$ cat config.mk
export PLATFORM = sky130hd
export DESIGN_NAME = llsc_link_unit_flat
export DESIGN_NICKNAME = d
export VERILOG_FILES = /design/src/rtl/llsc_link_unit_if.sv /design/src/rtl/llsc_link_unit.sv /design/src/flat_wrapper.sv
export SDC_FILE = /design/constraint.sdc
export NUM_CORES = 1
export LEC_CHECK = 0
export CORE_ASPECT_RATIO = 1.5
export CORE_MARGIN = 4
export CORE_UTILIZATION = 35
export DETAILED_ROUTE_END_ITERATION = 7
export PLACE_DENSITY = 0.73
export SYNTH_ARGS = -nofsm -noshare
export SYNTH_HDL_FRONTEND = slang
export SYNTH_SLANG_ARGS = --single-unit
$ cat constraint.sdc
create_clock -name clk -period 1.6 [get_ports clk]
set_clock_uncertainty 0.15 [all_clocks]
set_input_delay 0.32 -clock clk [delete_from_list [all_inputs] [get_ports clk]]
set_output_delay 0.32 -clock clk [all_outputs]
set_load 0.05 [all_outputs]
$ cat src/rtl/llsc_link_unit_if.sv
// Purpose: EX-stage llsc fields into the LL/SC link unit, and the SC gate,
//          SC outcome and reservation state coming back out.
// Signals (seen from the link unit, i.e. the slave modport):
//   i_valid, i_lladdr_wr, i_is_sc, i_is_sw, i_link_clear : EX qualifiers
//   i_wr_reg_val  : ALU effective address, zero-extended
//   o_sc_store_en : comb D-cache write permit for the current SC
//   o_sc_valid    : registered 1-cycle pulse, o_sc_result is fresh
//   o_sc_result   : registered SC outcome (1 success / 0 fail)
//   o_link_valid  : registered reservation-held flag
//   o_link_addr   : registered reserved address
interface llsc_link_unit_if #(
  parameter int unsigned DATA_WIDTH = 32,
  parameter int unsigned ADDR_WIDTH = 26
);
  logic                  i_valid;
  logic                  i_lladdr_wr;
  logic                  i_is_sc;
  logic                  i_is_sw;
  logic [DATA_WIDTH-1:0] i_wr_reg_val;
  logic                  i_link_clear;
  logic                  o_sc_store_en;
  logic                  o_sc_valid;
  logic [DATA_WIDTH-1:0] o_sc_result;
  logic                  o_link_valid;
  logic [ADDR_WIDTH-1:0] o_link_addr;

  // EX-stage side: drives the llsc fields, observes the outcome
  modport master (
    output i_valid, i_lladdr_wr, i_is_sc, i_is_sw, i_wr_reg_val, i_link_clear,
    input  o_sc_store_en, o_sc_valid, o_sc_result, o_link_valid, o_link_addr
  );

  // Link unit side
  modport slave (
    input  i_valid, i_lladdr_wr, i_is_sc, i_is_sw, i_wr_reg_val, i_link_clear,
    output o_sc_store_en, o_sc_valid, o_sc_result, o_link_valid, o_link_addr
  );
endinterface

$ cat src/rtl/llsc_link_unit.sv
// Purpose: LL/SC reservation tracker for the single-issue core. Holds the
//          linked word address, gates the SC store in the same cycle and
//          reports the SC success flag to MEM one cycle later.
// Ports:
//   clk    : core clock
//   rst    : synchronous reset, active-high
//   io_bus : llsc_link_unit_if.slave (EX llsc fields in, SC gate/result and
//            reservation state out)
module llsc_link_unit #(
  parameter int unsigned DATA_WIDTH   = 32,
  parameter int unsigned ADDR_WIDTH   = 26,
  parameter int unsigned LINK_TIMEOUT = 1024
) (
  input  logic                   clk,
  input  logic                   rst,
  llsc_link_unit_if.slave        io_bus
);

  localparam int unsigned CNT_W = (LINK_TIMEOUT > 1) ? $clog2(LINK_TIMEOUT) : 1;
  localparam logic [CNT_W-1:0] CNT_LAST =
    CNT_W'((LINK_TIMEOUT == 0) ? 0 : (LINK_TIMEOUT - 1));
  localparam logic [CNT_W-1:0] CNT_MAX = '1;

  localparam logic [0:0] S_IDLE   = 1'b0;
  localparam logic [0:0] S_LINKED = 1'b1;

  logic [0:0]            r_state;
  logic [ADDR_WIDTH-1:0] r_link_addr;
  logic [CNT_W-1:0]      r_cnt;
  logic                  r_sc_valid;
  logic [DATA_WIDTH-1:0] r_sc_result;

  logic [0:0]            w_state_nxt;
  logic [ADDR_WIDTH-1:0] w_link_addr_nxt;
  logic [CNT_W-1:0]      w_cnt_nxt;
  logic                  w_sc_valid_nxt;
  logic [DATA_WIDTH-1:0] w_sc_result_nxt;

  logic                  w_linked;
  logic                  w_match;
  logic                  w_ll;
  logic                  w_sc;
  logic                  w_sw;
  logic                  w_success;
  logic                  w_expire;
  logic                  w_unused;

  // Word-granular compare: byte offset bits never distinguish a reservation
  assign w_match   = (io_bus.i_wr_reg_val[ADDR_WIDTH-1:2] == r_link_addr[ADDR_WIDTH-1:2]);
  assign w_linked  = (r_state == S_LINKED);
  assign w_ll      = io_bus.i_valid & io_bus.i_lladdr_wr;
  assign w_sc      = io_bus.i_valid & io_bus.i_is_sc;
  assign w_sw      = io_bus.i_valid & io_bus.i_is_sw;
  // Success judged on the reservation held at the start of the cycle;
  // a coinciding clear always wins
  assign w_success = w_sc & w_linked & w_match & ~io_bus.i_link_clear;
  assign w_expire  = (LINK_TIMEOUT != 0) && (r_cnt == CNT_LAST);

  // Upper address bits beyond the word-address space are intentionally ignored
  assign w_unused  = ^io_bus.i_wr_reg_val;

  // State register and registered outputs
  always_ff @(posedge clk) begin
    if (rst) begin
      r_state     <= S_IDLE;
      r_link_addr <= '0;
      r_cnt       <= '0;
      r_sc_valid  <= 1'b0;
      r_sc_result <= '0;
    end else begin
      r_state     <= w_state_nxt;
      r_link_addr <= w_link_addr_nxt;
      r_cnt       <= w_cnt_nxt;
      r_sc_valid  <= w_sc_valid_nxt;
      r_sc_result <= w_sc_result_nxt;
    end
  end

  // Next-state: clear > LL > SC/matching SW > timeout
  always_comb begin
    w_state_nxt     = r_state;
    w_link_addr_nxt = r_link_addr;
    w_cnt_nxt       = r_cnt;
    w_sc_valid_nxt  = 1'b0;
    w_sc_result_nxt = r_sc_result;

    if (w_sc) begin
      w_sc_valid_nxt  = 1'b1;
      w_sc_result_nxt = DATA_WIDTH'(w_success);
    end

    // Saturating age counter while a reservation is held
    if (w_linked && (r_cnt != CNT_MAX)) begin
      w_cnt_nxt = r_cnt + CNT_W'(1);
    end

    if (io_bus.i_link_clear) begin
      w_state_nxt = S_IDLE;
    end else if (w_ll) begin
      w_state_nxt     = S_LINKED;
      w_link_addr_nxt = io_bus.i_wr_reg_val[ADDR_WIDTH-1:0];
      w_cnt_nxt       = '0;
    end else if (w_linked && (w_sc || (w_sw && w_match))) begin
      w_state_nxt = S_IDLE;
    end else if (w_linked && w_expire) begin
      w_state_nxt = S_IDLE;
    end
  end

  // SC store permit is zero-latency; an SC during reset is dropped
  assign io_bus.o_sc_store_en = w_success & ~rst;
  assign io_bus.o_sc_valid    = r_sc_valid;
  assign io_bus.o_sc_result   = r_sc_result;
  assign io_bus.o_link_valid  = w_linked;
  assign io_bus.o_link_addr   = r_link_addr;

  // LL and SC are mutually exclusive encodings
  a_ll_sc_excl: assert property (@(posedge clk) disable iff (rst)
    !(io_bus.i_valid && io_bus.i_lladdr_wr && io_bus.i_is_sc));

endmodule

$ cat src/flat_wrapper.sv
// flat-port wrapper written by rule: the top's interface ports become plain ports
module llsc_link_unit_flat 
#(
  parameter int unsigned DATA_WIDTH   = 32,
  parameter int unsigned ADDR_WIDTH   = 26,
  parameter int unsigned LINK_TIMEOUT = 1024
)
  (clk, rst, io_bus_i_valid, io_bus_i_lladdr_wr, io_bus_i_is_sc, io_bus_i_is_sw, io_bus_i_wr_reg_val, io_bus_i_link_clear, io_bus_o_sc_store_en, io_bus_o_sc_valid, io_bus_o_sc_result, io_bus_o_link_valid, io_bus_o_link_addr);
  llsc_link_unit_if #(.DATA_WIDTH(DATA_WIDTH), .ADDR_WIDTH(ADDR_WIDTH)) io_bus_i ();
  input  logic clk;
  input  logic rst;
  input wire logic [$bits(io_bus_i.i_valid)-1:0] io_bus_i_valid;
  input wire logic [$bits(io_bus_i.i_lladdr_wr)-1:0] io_bus_i_lladdr_wr;
  input wire logic [$bits(io_bus_i.i_is_sc)-1:0] io_bus_i_is_sc;
  input wire logic [$bits(io_bus_i.i_is_sw)-1:0] io_bus_i_is_sw;
  input wire logic [$bits(io_bus_i.i_wr_reg_val)-1:0] io_bus_i_wr_reg_val;
  input wire logic [$bits(io_bus_i.i_link_clear)-1:0] io_bus_i_link_clear;
  output wire logic [$bits(io_bus_i.o_sc_store_en)-1:0] io_bus_o_sc_store_en;
  output wire logic [$bits(io_bus_i.o_sc_valid)-1:0] io_bus_o_sc_valid;
  output wire logic [$bits(io_bus_i.o_sc_result)-1:0] io_bus_o_sc_result;
  output wire logic [$bits(io_bus_i.o_link_valid)-1:0] io_bus_o_link_valid;
  output wire logic [$bits(io_bus_i.o_link_addr)-1:0] io_bus_o_link_addr;
  assign io_bus_i.i_valid = io_bus_i_valid;
  assign io_bus_i.i_lladdr_wr = io_bus_i_lladdr_wr;
  assign io_bus_i.i_is_sc = io_bus_i_is_sc;
  assign io_bus_i.i_is_sw = io_bus_i_is_sw;
  assign io_bus_i.i_wr_reg_val = io_bus_i_wr_reg_val;
  assign io_bus_i.i_link_clear = io_bus_i_link_clear;
  assign io_bus_o_sc_store_en = io_bus_i.o_sc_store_en;
  assign io_bus_o_sc_valid = io_bus_i.o_sc_valid;
  assign io_bus_o_sc_result = io_bus_i.o_sc_result;
  assign io_bus_o_link_valid = io_bus_i.o_link_valid;
  assign io_bus_o_link_addr = io_bus_i.o_link_addr;
  llsc_link_unit #(.DATA_WIDTH(DATA_WIDTH), .ADDR_WIDTH(ADDR_WIDTH), .LINK_TIMEOUT(LINK_TIMEOUT)) u_core (.clk(clk), .rst(rst), .io_bus(io_bus_i));
endmodule
==> flow_summary_export.csv, run 1 <==
group,metric,value,unit
logic_synthesis,yosys.cell_count.top_type,"nand2_1",
clock_network,cts_sinks,39,
logic_synthesis,synth.top_cell.area_share,37.5,%
logic_synthesis,yosys_warnings,0,
sta,fmax,0.450,GHz
floorplan,core_area,0.00579,mm²
run_status,status,"finished with violations",
clock_network,h-tree-depth,2,
sta,finalMaxSlewViolations,0,
clock_network,cts_buffer_depth,2,
drt,vias,1990,
place,dp_hpwl,4420,µm
power_and_ir_drop,cellLeakagePower,1.52,nW
setup_path,crit_family,"simple AND/OR/NAND/NOR gates",
flow_run,max-cap-violations,0,
logic_synthesis,ys_seq_area_share,37.5,%
drt,ant_nets,0,
floorplan,start_util,35.9,%
setup_path,crit_end,"io_bus_o_sc_store_en",
logic_synthesis,yosys-top-cells-area,"dfxtp_1, buf_4, nand2_1, xor2_1, a21oi_1",
clock_network,cts_root_buffer,"clkbuf_8",
logic_synthesis,synthArstFlopShare,0,%
global_routing,grt_max_degree,27,
logic_synthesis,synth_edf_count,0,
global_routing,grt_pass1_wl,8740,µm
setup_path,crit_slowest_cell,"dfxtp_4",
logic_synthesis,yosysTopAreaCell,"dfxtp_1",
setup_path,cp.required,1.13,ns
layout,fin_nets,399,
sta,hold_viol_final,0,
drt,drt_first_iter_violations,74,
clock_network,numCtsBuffers,5,
floorplan,io_pins,100,
sta,finalSetupTns,-0.925,ns
logic_synthesis,synthTopCellsByCount,"nand2_1, dfxtp_1, buf_4, a21oi_1, xor2_1",
logic_synthesis,avgSynthCellArea,8.22,µm²
setup_path,critPathCaptureType,"primary output",
layout,fillCellCount,530,
place,port-buffer-count,62,
sta,post-route-period-util,139,%
layout,area_growth,69.5,%
logic_synthesis,synth_flop_cell,"dfxtp_1",
clock_network,insertion_delay,0.28,ns
global_routing,top_usage_layer,"met2",
floorplan,die_x,70.9,µm
logic_synthesis,yosys_register_bits,39,
floorplan,core.rowCount,34,
run_status,violations,"negative setup slack",
clock_network,clk_pin_slew,0.08,ns
clock_network,cts_tree,"built",
setup_path,crit_fanout,2,
global_routing,grt_pass1_vias,2012,
drt,drc,0,
setup_path,slowest_delay,0.35,ns
power_and_ir_drop,peakVddDrop,0.495,mV
sta,setup-violations-final,4,
sta,setup_ws,-0.623,ns
setup_path,r2r_cells,7,
layout,utilization,60.9,%
layout,seq_area,860,µm²
setup_path,crit_chain,"xor2_2 > nor4_2 > nand4_1 > buf_4 > nor3_4 > buf_12",
layout,layout-drive-gt1-share,35.6,%
clock_network,cts_hold_buf,0,
floorplan,die_area,0.00726,mm²
drt,dr.pass1.iters,5,
setup_path,r2r-end,"u_core.io_bus.o_link_valid$_SDFFE_PP0P_",
setup_path,rr_startpoint,"u_core.io_bus.o_link_addr[20]$_SDFFE_PP0P_",
setup_path,crit_path_start_kind,"flop",
sta,grt_setup_unrepaired,"yes",
global_routing,grtUsageTotal,15.1,%
logic_synthesis,syn-cell-area,0.00208,mm²
logic_synthesis,yosys.cell_types.count,39,
layout,diodes,0,
setup_path,path_class,"flop to primary output",
power_and_ir_drop,power_density,639,mW/mm²
floorplan,die_h,102,µm
setup_path,critical_path_arrival,1.75,ns
drt,wire_per_inst,13.1,µm
setup_path,crit_buf_inv,2,
hold_path,hold_path_class,"primary input to flop",
sta,min_period,2.22,ns
setup_path,rrSetupSlack,-0.15,ns
global_routing,gr-usage-met1,14.2,%
global_routing,globalRouteMet3Util,4.63,%
global_routing,met2_usage,30.3,%
global_routing,antenna_found_initial,0,
power_and_ir_drop,power,2.25,mW
global_routing,overflow,0,
drt,viasPerCell,4.61,
layout,multi_input_area,0.00121,mm²
setup_path,cp.depth,6,
drt,wirelength,5640,µm
logic_synthesis,syn_inst,253,
setup_path,startpoint,"u_core.io_bus.o_link_addr[20]$_SDFFE_PP0P_",
place,gp_congestion,0.858,
==> through the flow <==
stage	cells	setup WS (ns)	hold WS (ns)	cell area (µm²)
finish	432	-0.623	0.184	3520
global route	432	-0.755	0.178	3520
CTS	432	-0.676	0.263	3500
detailed placement	422	-0.950	0.338	3380
global placement	422	-0.898	0.336	3380
floorplan	283	-0.390	0.296	2290
==> power breakdown <==
part	switching, mW	internal, mW	leakage, nW
Sequential	0.0187	0.975	0.334
Clock	0.328	0.310	0.0395
Combinational	0.390	0.230	1.14
Total	0.736	1.51	1.52
==> worst min-delay path by stage <==
stage / slack (ns) / endpoint / cells past startpoint / start
final: 0.18 / u_core.io_bus.o_link_addr[24]$_SDFFE_PP0P_ / 3 / io_bus_i_wr_reg_val[24]
after global routing: 0.18 / u_core.io_bus.o_link_addr[24]$_SDFFE_PP0P_ / 3 / io_bus_i_wr_reg_val[24]
after CTS: 0.26 / u_core.io_bus.o_link_addr[7]$_SDFFE_PP0P_ / 3 / io_bus_i_wr_reg_val[7]
after detailed placement: 0.34 / u_core.io_bus.o_link_addr[0]$_SDFFE_PP0P_ / 2 / u_core.io_bus.o_link_addr[0]$_SDFFE_PP0P_
after global placement: 0.34 / u_core.io_bus.o_link_addr[1]$_SDFFE_PP0P_ / 2 / u_core.io_bus.o_link_addr[1]$_SDFFE_PP0P_
after floorplan: 0.30 / u_core.io_bus.o_link_addr[10]$_SDFFE_PP0P_ / 2 / io_bus_i_wr_reg_val[10]
==> sequential cells by signal, summed over array words and instances, names as in the netlist <==
register	count
u_core.io_bus.o_sc_valid	1
u_core.r_cnt	10
u_core.io_bus.o_link_addr	26
u_core.io_bus.o_link_valid	1
u_core.io_bus.o_sc_result	1
==> layout make-up <==
type	instances	share of cell area [%]
inverter	2	0.213
sequential	39	24.4
tap	72	2.56
timing repair buffer	110	36.3
clock buffer	8	2.27
multi-input combinational	201	34.3
==> per-layer routing <==
metal | wire length, µm | vias to the layer above | share of wire [%]
li1 | - | 991 | -
met1 | 1880 | 920 | 33
met2 | 3270 | 68 | 58
met3 | 376 | 11 | 6.7
met4 | 113 | 0 | 2.0
met5 | 0 | - | 0
==> cell usage in the layout, fill, tap and decap left out, types with 3 or more instances in the layout <==
cell type	instances
a21oi_1	28
buf_12	31
buf_4	45
clkbuf_1	3
clkbuf_8	5
clkdlybuf4s50_1	11
conb_1	31
dfxtp_1	14
dfxtp_2	6
dfxtp_4	19
dlygate4sd2_1	20
nand2_1	58
nand3_1	6
nand4_1	3
nor2_1	10
nor4_2	4
xnor2_1	3
xor2_1	24
==> worst register-to-register path, cell delays in order (launching register included) <==
cell and delay (ns):
dfxtp_4 0.35, xor2_2 0.14, nor4_2 0.32, nand4_1 0.11
buf_4 0.17, buf_4 0.13, buf_6 0.11, o21a_1 0.15
==> repair_timing <==
| item | CTS | global route |
|---|---|---|
| buffers inserted | 2 | 1 |
| cloned | 0 | 0 |
| gates resized for setup | 30 | 7 |
| endpoints found under the hold margin | 0 | 0 |
| setup endpoints to repair | 7 | 11 |
| pin swaps | 9 | 6 |
==> cells by family (layout without fill, tap and decap cells) <==
logic type	after synthesis	after routing	synth area share, %
mux	1	1	0.481
buf+inv	43	120	14.0
xor+xnor	28	28	11.8
simple gates	96	96	21.8
other cells	1	31	0.180
fa+ha+maj	1	1	0.602
flops	39	39	37.5
compound gates	44	44	13.7
Power figures use the tool's default switching activity.
==> run 2: changes to the inputs <==
- GPL_ROUTABILITY_DRIVEN: default -> 0
==> results of run 2 <==
The final DEF is identical to that of run 1; final timing and power are the same.
==> run 3: changes to the inputs <==
- CORE_ASPECT_RATIO: 1.5 -> 1.25
- GPL_ROUTABILITY_DRIVEN: 0 -> default
- SKIP_LAST_GASP: default -> 1
==> run 3 against run 2 <==
  * The flow still finishes with violations (negative setup slack)
  * Clock power shrank 1%
  * Flip-flop and latch count unchanged
  * Setup slack got worse by 0.065 ns
  * Die area fell by 0.25%
  * Sequential power about the same
  * Via count did not move
  * Count of clock-buffer cells in the layout shrank 2
  * First-iteration DRC count grew 1.4%
  * Largest power group unchanged
==> flow_summary_export.csv, run 3 (synthesis gave the netlist of run 1 again) <==
group,metric,value,unit
layout,layout-drive-gt1-share,35.7,%
global_routing,overflow,0,
layout,largest_reg_flops,26,
layout,layout_common_cells,"nand2_1, buf_4, conb_1, buf_12, a21oi_1",
global_routing,grt_pass1_wl,8770,µm
sta,setup-violations-final,4,
run_status,status,"finished with violations",
setup_path,crit_path_start_kind,"flop",
layout,diodes,0,
sta,fmax,0.437,GHz
clock_network,numCtsBuffers,5,
sta,post-route-period-util,143,%
setup_path,critical_path_arrival,1.82,ns
drt,ant_nets,0,
setup_path,critPathCaptureType,"primary output",
clock_network,cts_tree,"built",
setup_path,crit_fanout,2,
hold_path,hold_path_class,"primary input to flop",
clock_network,cts_root_buffer,"clkbuf_8",
clock_network,insertion_delay,0.29,ns
layout,area_growth,71.0,%
layout,multi_input_area,0.00120,mm²
power_and_ir_drop,power_density,635,mW/mm²
setup_path,rr_startpoint,"u_core.io_bus.o_link_addr[6]$_SDFFE_PP0P_",
floorplan,core.rowCount,31,
sta,min_period,2.29,ns
sta,setup_ws,-0.688,ns
drt,drt_first_iter_violations,75,
drt,wire_per_inst,13.7,µm
floorplan,start_util,36.0,%
setup_path,path_class,"flop to primary output",
layout,seq_area,860,µm²
place,post_dp_cell_area,0.00337,mm²
power_and_ir_drop,peakVddDrop,0.543,mV
sta,finalMaxSlewViolations,0,
setup_path,crit_buf_inv,2,
drt,viasPerCell,4.66,
place,dp.cells,416,
clock_network,cts_hold_buf,0,
flow_run,max-cap-violations,0,
global_routing,grt_max_degree,27,
run_status,violations,"negative setup slack",
layout,final_common_cell,"nand2_1",
setup_path,crit_family,"simple AND/OR/NAND/NOR gates",
setup_path,crit_chain,"xor2_1 > nor4_2 > nand4_1 > buf_6 > nor3_4 > buf_12",
sta,grt_setup_unrepaired,"yes",
drt,wirelength,5860,µm
layout,fillCellCount,496,
floorplan,io_pins,100,
drt,drc,0,
floorplan,die_h,94.2,µm
global_routing,grtUsageTotal,15.1,%
setup_path,crit_slowest_cell,"dfxtp_4",
layout,fin_area,0.00356,mm²
floorplan,die_area,0.00725,mm²
setup_path,cp.required,1.13,ns
layout,stdcell_count,427,
drt,dr.pass1.iters,4,
place,port-buffer-count,62,
sta,whs,0.180,ns
global_routing,antenna_found_initial,0,
power_and_ir_drop,cellLeakagePower,1.52,nW
clock_network,cts_sinks,39,
clock_network,cts_buffer_depth,2,
setup_path,slowest_delay,0.35,ns
sta,hold_viol_final,0,
setup_path,startpoint,"u_core.io_bus.o_link_addr[6]$_SDFFE_PP0P_",
clock_network,h-tree-depth,2,
global_routing,grt_pass1_vias,1969,
place,gp_congestion,0.839,
place,dp_hpwl,4350,µm
floorplan,die_x,76.9,µm
floorplan,core_area,0.00578,mm²
hold_path,hold_start,"io_bus_i_wr_reg_val[20]",
drt,vias,1990,
layout,fin_nets,400,
clock_network,clk_pin_slew,0.07,ns
-- run 3: cell types whose count changed in the layout (fill, tap and decap cells not counted), sizes merged --
cell | before | now
clkinv | 0 | 2
dlygate4sd2 | 20 | 18
buf | 78 | 77
clkdlybuf4s50 | 11 | 12
dlymetal6s2s | 1 | 2
-- run 3: metal layers --
metal	part of all wire (%)	GRT usage, %
met5	0	0
met3	7.8	5.47
met4	1.1	4.08
met1	36	15.4
met2	55	28.9
-- run 3: final timing paths --
path                                                              endpoint  slack, ns  cells after the start
worst max-delay path                                  io_bus_o_sc_store_en      -0.69                      6
worst min-delay path            u_core.io_bus.o_link_addr[20]$_SDFFE_PP0P_       0.18                      3
worst max register to register     u_core.io_bus.o_link_valid$_SDFFE_PP0P_      -0.12                      6
worst min register to register   u_core.io_bus.o_link_addr[0]$_SDFFE_PP0P_       0.35                      2
-- run 3: final cells by class --
type | count | area share, %
repair buffers | 111 | 37.3
clock inverters | 2 | 0.211
inverters | 2 | 0.211
well taps | 66 | 2.32
clock buffers | 6 | 2.04
multi-input cells | 201 | 33.7
flip-flops and latches | 39 | 24.2
-- run 3: what timing repair did --
action                     4_1_cts  5_1_grt
setup endpoints to repair        7       11
setup buffers                    1        0
cloned                           0        2
pin swaps                       10        5
gates resized for setup         26        8
-- run 3: worst min-delay path, delay by kind of cell --
family	cells	cell delay, ns
buffers and inverters	1	0.14
AOI/OAI and AO/OA	1	0.05
and+or+nand+nor	1	0.06
-- run 3: through the flow --
| stage | utilization (%) | TNS [ns] | setup WS, ns | power [mW] |
|---|---|---|---|---|
| floorplan | - | -0.390 | -0.390 | 1.41 |
| global placement | 58.3 | -9.32 | -0.916 | 1.64 |
| detailed placement | 58.3 | -9.99 | -0.970 | 1.64 |
| CTS | 60.0 | -0.893 | -0.704 | 2.27 |
| global route | 61.5 | -1.48 | -0.791 | 2.35 |
| finish | 61.5 | -0.918 | -0.688 | 2.26 |
-- run 3: power breakdown --
| part | internal (mW) | leakage (nW) | total [mW] | switching [mW] |
|---|---|---|---|---|
| combinational | 0.243 | 1.15 | 0.634 | 0.391 |
| sequential | 0.975 | 0.334 | 0.995 | 0.0199 |
| clock | 0.297 | 0.0403 | 0.631 | 0.334 |
